<file path="config.mk">
export PLATFORM = sky130hd
export DESIGN_NAME = freq_meter
export DESIGN_NICKNAME = d
export VERILOG_FILES = /design/src/rtl/freq_meter_pkg.sv /design/src/rtl/sync_edge_det.sv /design/src/rtl/freq_meter.sv
export SDC_FILE = /design/constraint.sdc
export NUM_CORES = 1
export LEC_CHECK = 0
export BUFFER_PORTS_ARGS = -buffer_cell sky130_fd_sc_hd__buf_2
export CORE_ASPECT_RATIO = 0.7
export CORE_MARGIN = 2
export CORE_UTILIZATION = 32
export DETAILED_ROUTE_END_ITERATION = 12
export PLACE_DENSITY = 0.6
export SLEW_MARGIN = 40
export SYNTH_ARGS = -nofsm -noshare
export SYNTH_HDL_FRONTEND = slang
export SYNTH_SLANG_ARGS = --single-unit
</file>
<file path="constraint.sdc">
create_clock -name clk -period 2.1 [get_ports clk]
set_input_delay 0.525 -clock clk [delete_from_list [all_inputs] [get_ports clk]]
set_output_delay 0.525 -clock clk [all_outputs]
set_load 0.02 [all_outputs]
</file>
<file path="src/rtl/freq_meter_pkg.sv">
// Shared types and constants for the multi-channel clock frequency meter.
package freq_meter_pkg;

  typedef enum logic [1:0] {
    IDLE   = 2'd0,
    GATE   = 2'd1,
    REPORT = 2'd2
  } state_e;

  // 1 ms gate window at a 50 MHz system clock.
  localparam int DEFAULT_GATE_CYCLES = 50000;

  function automatic int chWidth(input int numCh);
    return (numCh > 1) ? $clog2(numCh) : 1;
  endfunction

endpackage

</file>
<file path="src/rtl/sync_edge_det.sv">
// Brings one asynchronous clock into the clk domain and emits a one-cycle
// pulse for every rising edge seen at the synchronizer output.
module sync_edge_det
  import freq_meter_pkg::*;
#(
  parameter int SYNC_STAGES = 2
) (
  input  logic clk,
  input  logic rst,
  input  logic d,
  output logic rise
);

  logic [SYNC_STAGES-1:0] syncChain_q;
  logic                   delayed_q;

  always_ff @(posedge clk) begin
    if (rst) begin
      syncChain_q <= '0;
      delayed_q   <= 1'b0;
    end else begin
      syncChain_q <= {syncChain_q[SYNC_STAGES-2:0], d};
      delayed_q   <= syncChain_q[SYNC_STAGES-1];
    end
  end

  assign rise = syncChain_q[SYNC_STAGES-1] & ~delayed_q;

endmodule

</file>
<file path="src/rtl/freq_meter.sv">
// Round-robin edge counter: counts rising edges of each sig_in channel over a
// fixed gate window of clk and publishes the result with overflow/dead flags.
module freq_meter
  import freq_meter_pkg::*;
#(
  parameter int  NUM_CH      = 4,
  parameter int  GATE_CYCLES = DEFAULT_GATE_CYCLES,
  parameter int  CNT_W       = 16,
  parameter int  SYNC_STAGES = 2,
  localparam int CH_W        = chWidth(NUM_CH)
) (
  input  logic              clk,
  input  logic              rst,
  input  logic              en,
  input  logic [NUM_CH-1:0] sig_in,
  output logic              meas_valid,
  output logic [CH_W-1:0]   meas_ch,
  output logic [CNT_W-1:0]  meas_count,
  output logic              meas_ovf,
  output logic [NUM_CH-1:0] sig_dead
);

  localparam int               GW        = (GATE_CYCLES > 1) ? $clog2(GATE_CYCLES) + 1 : 1;
  localparam logic [GW-1:0]    GATE_LAST = GW'(GATE_CYCLES - 1);
  localparam logic [CH_W-1:0]  CH_LAST   = CH_W'(NUM_CH - 1);
  localparam logic [CNT_W-1:0] CNT_MAX   = '1;

  logic [NUM_CH-1:0] rise;

  for (genvar i = 0; i < NUM_CH; i++) begin : gSync
    sync_edge_det #(.SYNC_STAGES(SYNC_STAGES)) uSync (
      .clk  (clk),
      .rst  (rst),
      .d    (sig_in[i]),
      .rise (rise[i])
    );
  end

  state_e            state_q, state_d;
  logic [GW-1:0]     gateCnt_q, gateCnt_d;
  logic [CNT_W-1:0]  edgeCnt_q, edgeCnt_d;
  logic              ovf_q, ovf_d;
  logic [CH_W-1:0]   ch_q, ch_d;
  logic              measValid_q, measValid_d;
  logic [CH_W-1:0]   measCh_q, measCh_d;
  logic [CNT_W-1:0]  measCount_q, measCount_d;
  logic              measOvf_q, measOvf_d;
  logic [NUM_CH-1:0] sigDead_q, sigDead_d;
  logic              counting, reportNow;

  always_ff @(posedge clk) begin
    if (rst) state_q <= IDLE;
    else     state_q <= state_d;
  end

  always_comb begin
    state_d = state_q;
    unique case (state_q)
      IDLE:    if (en) state_d = GATE;
      GATE:    if (!en) state_d = IDLE;
               else if (gateCnt_q == GATE_LAST) state_d = REPORT;
      REPORT:  state_d = en ? GATE : IDLE;
      default: state_d = IDLE;
    endcase
  end

  always_comb begin
    counting  = (state_q == GATE) && en;
    reportNow = (state_q == REPORT);
  end

  // Anything other than an active GATE cycle clears the window, which also
  // discards partial counts on abort and edges arriving in REPORT/IDLE.
  always_comb begin
    gateCnt_d   = '0;
    edgeCnt_d   = '0;
    ovf_d       = 1'b0;
    ch_d        = ch_q;
    measValid_d = reportNow;
    measCh_d    = measCh_q;
    measCount_d = measCount_q;
    measOvf_d   = measOvf_q;
    sigDead_d   = sigDead_q;
    if (counting) begin
      gateCnt_d = gateCnt_q + 1'b1;
      edgeCnt_d = edgeCnt_q;
      ovf_d     = ovf_q;
      if (rise[ch_q]) begin
        if (edgeCnt_q == CNT_MAX) ovf_d = 1'b1;
        else                      edgeCnt_d = edgeCnt_q + 1'b1;
      end
    end
    if (reportNow) begin
      measCh_d        = ch_q;
      measCount_d     = edgeCnt_q;
      measOvf_d       = ovf_q;
      sigDead_d[ch_q] = (edgeCnt_q == '0);
      ch_d            = (ch_q == CH_LAST) ? '0 : ch_q + 1'b1;
    end
  end

  always_ff @(posedge clk) begin
    if (rst) begin
      gateCnt_q   <= '0;
      edgeCnt_q   <= '0;
      ovf_q       <= 1'b0;
      ch_q        <= '0;
      measValid_q <= 1'b0;
      measCh_q    <= '0;
      measCount_q <= '0;
      measOvf_q   <= 1'b0;
      sigDead_q   <= '0;
    end else begin
      gateCnt_q   <= gateCnt_d;
      edgeCnt_q   <= edgeCnt_d;
      ovf_q       <= ovf_d;
      ch_q        <= ch_d;
      measValid_q <= measValid_d;
      measCh_q    <= measCh_d;
      measCount_q <= measCount_d;
      measOvf_q   <= measOvf_d;
      sigDead_q   <= sigDead_d;
    end
  end

  assign meas_valid = measValid_q;
  assign meas_ch    = measCh_q;
  assign meas_count = measCount_q;
  assign meas_ovf   = measOvf_q;
  assign sig_dead   = sigDead_q;

endmodule

</file>
# [After elaboration in Yosys (flattened, before gate mapping)]
# Cells that the tools add are included.
[totals] ff_bits=74 input_bits=7
[op_classes] addsub=3 order_cmp=2 eq_ne=7 mux=11 bitwise_logic=10 reduce_logical=8
[op_table] op="adder 17 x 1 -> 17 bit (second input constant)" count=1
[op_table] op="equality test 17 x 16 -> 1 bit (second input constant)" count=1
[op_table] op="adder 16 x 1 -> 16 bit (second input constant)" count=1
[op_table] op="equality test 16 bit (second input constant)" count=1
[op_table] op="logical NOT 16 bit" count=1
[op_table] op="2-to-1 mux 2 bit" count=4
[op_table] op="inverter 1 bit" count=6
[op_table] op="one-hot mux 2 bit (3 select lines)" count=1
[op_table] op="AND reduction 2 bit" count=3
[op_table] op="bitwise AND 1 bit" count=4
[op_table] op="bitwise mux 4 bit" count=1
[op_table] op="equality test 2 bit (second input constant)" count=2
[op_table] op="less-than comparator 2 x 3 -> 1 bit (second input constant)" count=1
[op_table] op="2-to-1 mux 1 bit" count=3
[op_table] op="!= test 3 bit (second input constant)" count=1
[op_table] op="adder 2 x 1 -> 2 bit (second input constant)" count=1
[op_table] op="binary-select mux 1 bit (select 2 bit)" count=1
[op_table] op="demux 1 bit (select 2 bit)" count=1
[op_table] op="equality test 2 x 1 -> 1 bit (second input constant)" count=1
[op_table] op="greater-or-equal comparator 2 x 1 -> 1 bit (second input constant)" count=1
[op_table] op="logical AND 1 bit" count=2
[op_table] op="logical NOT 2 bit" count=1
[op_table] op="!= test 2 bit (second input constant)" count=1
[op_table] op="OR reduction 2 bit" count=1

# [Longest topological paths before layout]
[depth] ltp_word=5 depth_mapped=7

# [Modules after synthesis]
# Synthesis repeated with hierarchy kept, for this count alone.
[hier_totals] cells_unflattened=355 hier_area_um2=3076.7
[by_module_without_submodules] mod="freq_meter" instances=1 cells_per_inst=327 area_each_um2=2726.4 seq_area_each_um2=1241.2
[by_module_without_submodules] mod="sync_edge_det" instances=4 cells_per_inst=7 area_each_um2=87.6 seq_area_each_um2=60.1

# [Least setup slack after synthesis]
# Ideal clock, no wire load.
[synth_timing] path_kind="register -> register" start="register ch_q[1]" end="register edgeCnt_q[13]" setup_time_ps=116 arrival_ps=1691 required_time_ps=1984 slack_ps=293 path_stages_with_launch=6 path_buffers=0 path_cell_list="dfxtp_1 inv_2 mux4_2 nor4_4 a31oi_1 a41o_1"
[synth_via] elab_chain_len=3
[synth_rtl] item="from (decl)" line="freq_meter.sv:43" rtl="logic [CH_W-1:0] ch_q, ch_d;"
[synth_rtl] item="from (signal assigned)" line="freq_meter.sv:117" rtl="ch_q <= ch_d;"
[synth_rtl] item="binary-select mux 1 bit (select 2 bit)" line="freq_meter.sv:88" rtl="if (rise[ch_q]) begin"
[synth_rtl] item="2-to-1 mux 1 bit (not written as such)" line="freq_meter.sv:88"
[synth_rtl] item="AND reduction 2 bit (no source line)"
[synth_rtl] item="to (signal assigned)" line="freq_meter.sv:115" rtl="edgeCnt_q <= edgeCnt_d;"
[synth_rtl] item="to (decl)" line="freq_meter.sv:41" rtl="logic [CNT_W-1:0] edgeCnt_q, edgeCnt_d;"
# Every way passes these cells. The select of a mux whose other input is x is not followed.
# A chain may end at the register's enable or synchronous reset.

# [Worst setup path after layout]
[layout_timing] start="register ch_q[1]" end="register edgeCnt_q[7]"
# The elaborated chain is that of the path after synthesis.

==> impl_metrics.tcl <==
set metrics [dict create \
    status "completed" \
    hp-start "sig_in[1]" \
    clock_path_buffers 2 \
    tns_ps 0 \
    io_buffers 30 \
    layout_common_cells "74 x dfxtp_1, 59 x nand2_1, 37 x nor2_1" \
    grt_pass1_wl_mm 10.76 \
    core_um2 9144 \
    ios 31 \
    dr_total_vias 2384 \
    r2r_slack_ps 200 \
    layout.nets 392 \
    synthXorXnorAreaFrac_pct 6.656 \
    crit_buf_inv 2 \
    worstRegToRegCells 6 \
    finClkSkew_ps 5.910 \
    die_w_um 120.2 \
    fp-row-count 29 \
    dr.pass1.iters 4 \
    dp_hpwl_mm 4.528 \
    start_util_pct 33.10 \
    async_flop_share_pct 0 \
    slowest_stage "mux4_2" \
    area_growth_pct 19.39 \
    rsz0062_at_grt "false" \
    total_leakage_power_nw 1.308 \
    clockRootBuffer "clkbuf_16" \
    wl_mm 6.323 \
    grt_overflow 0 \
    max_slew.worst_pin.slew_ps 401.1 \
    ys_types 41 \
    synthMuxAreaShare_pct 1.075 \
    setup_violations 0 \
    crit_family "multiplexers" \
    synth-seq-area-share_pct 48.95 \
    synthesis.area_um2 3027 \
    yosys.area_share.simple_pct 29.23 \
    drv_slew 0 \
    ir_worst_vdd_uv 330.4 \
    powerDensity_nw_per_um2 821.6 \
    place_congestion 0.8151 \
    fmax_ghz 0.5257 \
    required_ps 2310 \
    grt_usage_pct 13.54 \
    drt_iter0_drc 157 \
    min_period_ps 1902 \
    drc 0 \
    synth_top_family_by_area "simple AND/OR/NAND/NOR gates" \
    cts_tree "done" \
    hold_violations 0 \
    cts_buffers 9 \
    grt_start_max_net_pins 39 \
    hp-class "primary input to flop" \
    antenna_found_initial 0 \
    clock_latency_ps 330 \
    ant_nets 0 \
    r2r_start "ch_q[1]" \
    hold_path_end "gSync[1].uSync.syncChain_q[0]" \
    reg2reg_to "edgeCnt_q[7]" \
    cp-start-kind "flop" \
    yosys_warnings 0 \
    relSlewSlack_pct 73.26 \
    vias_per_cell 4.702 \
    cts_sinks 74 \
    cts_resized 0 \
    synthCells 348 \
    clk_pin_slew_ps 60 \
    max_stage_delay_ps 560 \
    hold_depth 2 \
    synth-main-ff-cell "dfxtp_1" \
    syn_avg_cell_area_um2 8.697 \
    layout_commonest_cell "dfxtp_1" \
    diodes 0 \
    p_total_mw 2.969 \
    layout-drive-gt1-share_pct 16.71 \
    synth-compound-area-share_pct 7.400 \
    min_period_over_period_pct 90.58 \
    dieArea_um2 10260 \
    arrival_ps 2110 \
    cp-end-kind "flop" \
    wl_per_cell_um 12.47 \
    grt_pass1_vias 2207 \
    fp.dieH_um 85.37 \
    synth-edff-count 0 \
    syn_nets 362 \
    crit_type "flop to flop" \
    synth_seq_cells 74 \
    maxCapViolCount 0 \
    synthAdderAreaFrac_pct 2.894 \
    htreeDepth 3 \
    path_max_fanout 11 \
    crit_chain "inv_2, mux4_2, buf_4, nor4_1, xnor2_1, nor2_1" \
]
==> layer usage <==
layer  global-route usage (%)  share of wire [%]
met5                        0                  0
met4                    5.391                1.6
met3                    5.376                4.8
met2                    18.18                 39
met1                    19.21                 54
==> per-stage QoR <==
step | cells | cell area, µm² | hold slack (ps) | util, % | setup slack, ps
2_1_floorplan | 348 | 3027 | 413.8 | - | 293.2
3_3_place_gp | 490 | 3309 | 425.7 | 36.19 | 166.5
3_5_place_dp | 490 | 3309 | 428.6 | 36.19 | 90.16
4_1_cts | 506 | 3606 | 402.2 | 39.44 | 82.30
5_1_grt | 507 | 3613 | 409.9 | 39.52 | 34.20
6_report | 507 | 3613 | 411.2 | 39.52 | 197.8
==> kinds of logic (layout without fill, tap and decap cells) <==
group	after synthesis	after routing
AOI/OAI and AO/OA	40	40
xor gates and xnor gates	23	23
adders and majority gates	7	7
buffers and inverters	27	62
DFF	74	74
muxes	2	2
and+or+nand+nor	175	175
==> cell type report <==
type / count / area, µm²
inverters: 6 / 22.52
repair buffers: 40 / 225.2
fillers: 940 / 5530
flip-flops and latches: 74 / 1481
clock buffers: 11 / 242.7
multi-input cells: 247 / 1433
well taps: 124 / 155.1
clock inverters: 5 / 53.80
==> power by group <==
part           total (mW)  internal [mW]  switching, mW
clock                1.50          0.947          0.555
sequential           1.42           1.42        0.00464
combinational      0.0473         0.0191         0.0282
==> worst register-to-register path: stages, from the launching register on <==
cell and delay, ps:
dfxtp_1 350, inv_2 100, mux4_2 560, buf_4 200
nor4_1 360, xnor2_1 160, nor2_1 50
==> repair_timing <==
item / CTS / global route
hold buffers: 0 / 0
endpoints found under the setup margin: 0 / 2
buffers inserted: 0 / 1
==> worst max-delay path by stage <==
stage | from | end | depth (start not counted) | slack (ps)
finish | ch_q[1] | edgeCnt_q[7] | 6 | 200
global route | ch_q[1] | edgeCnt_q[3] | 6 | 30
detailed placement | ch_q[1] | edgeCnt_q[13] | 5 | 90
floorplan | ch_q[1] | edgeCnt_q[13] | 5 | 290
CTS | ch_q[1] | edgeCnt_q[13] | 5 | 80
global placement | ch_q[1] | edgeCnt_q[13] | 5 | 170
==> cell usage after synthesis (2+ instances only) <==
| cell type | count | area, µm² |
|---|---|---|
| dfxtp_1 | 74 | 1481 |
| nand2_1 | 59 | 221.5 |
| nor2_1 | 37 | 138.9 |
| a21oi_1 | 30 | 150.1 |
| nor2b_1 | 14 | 87.58 |
| xnor2_1 | 14 | 122.6 |
| clkbuf_1 | 13 | 48.80 |
| nand3_1 | 13 | 65.06 |
| nand4_1 | 9 | 56.30 |
| xor2_1 | 9 | 78.83 |
| ha_1 | 7 | 87.58 |
| nand2b_1 | 7 | 43.79 |
| nor3_1 | 7 | 35.03 |
| nor4_1 | 7 | 43.79 |
| and4_1 | 5 | 43.79 |
| inv_1 | 5 | 18.77 |
| clkbuf_2 | 4 | 20.02 |
| a31oi_1 | 3 | 18.77 |
| and3_1 | 3 | 18.77 |
| nor3b_1 | 3 | 22.52 |
| a41o_1 | 2 | 20.02 |
| buf_1 | 2 | 7.510 |
| nor4b_1 | 2 | 17.52 |
| o21ai_0 | 2 | 10.01 |
==> flip-flops by register name (all words and copies together) (netlist names) <==
name,cells
state_q,2
ovf_q,1
gateCnt_q,17
gSync.uSync.delayed_q,4
meas_count,16
meas_ch,2
sig_dead,4
meas_ovf,1
ch_q,2
gSync.uSync.syncChain_q,8
meas_valid,1
edgeCnt_q,16
(Power assumes the default switching activity.)
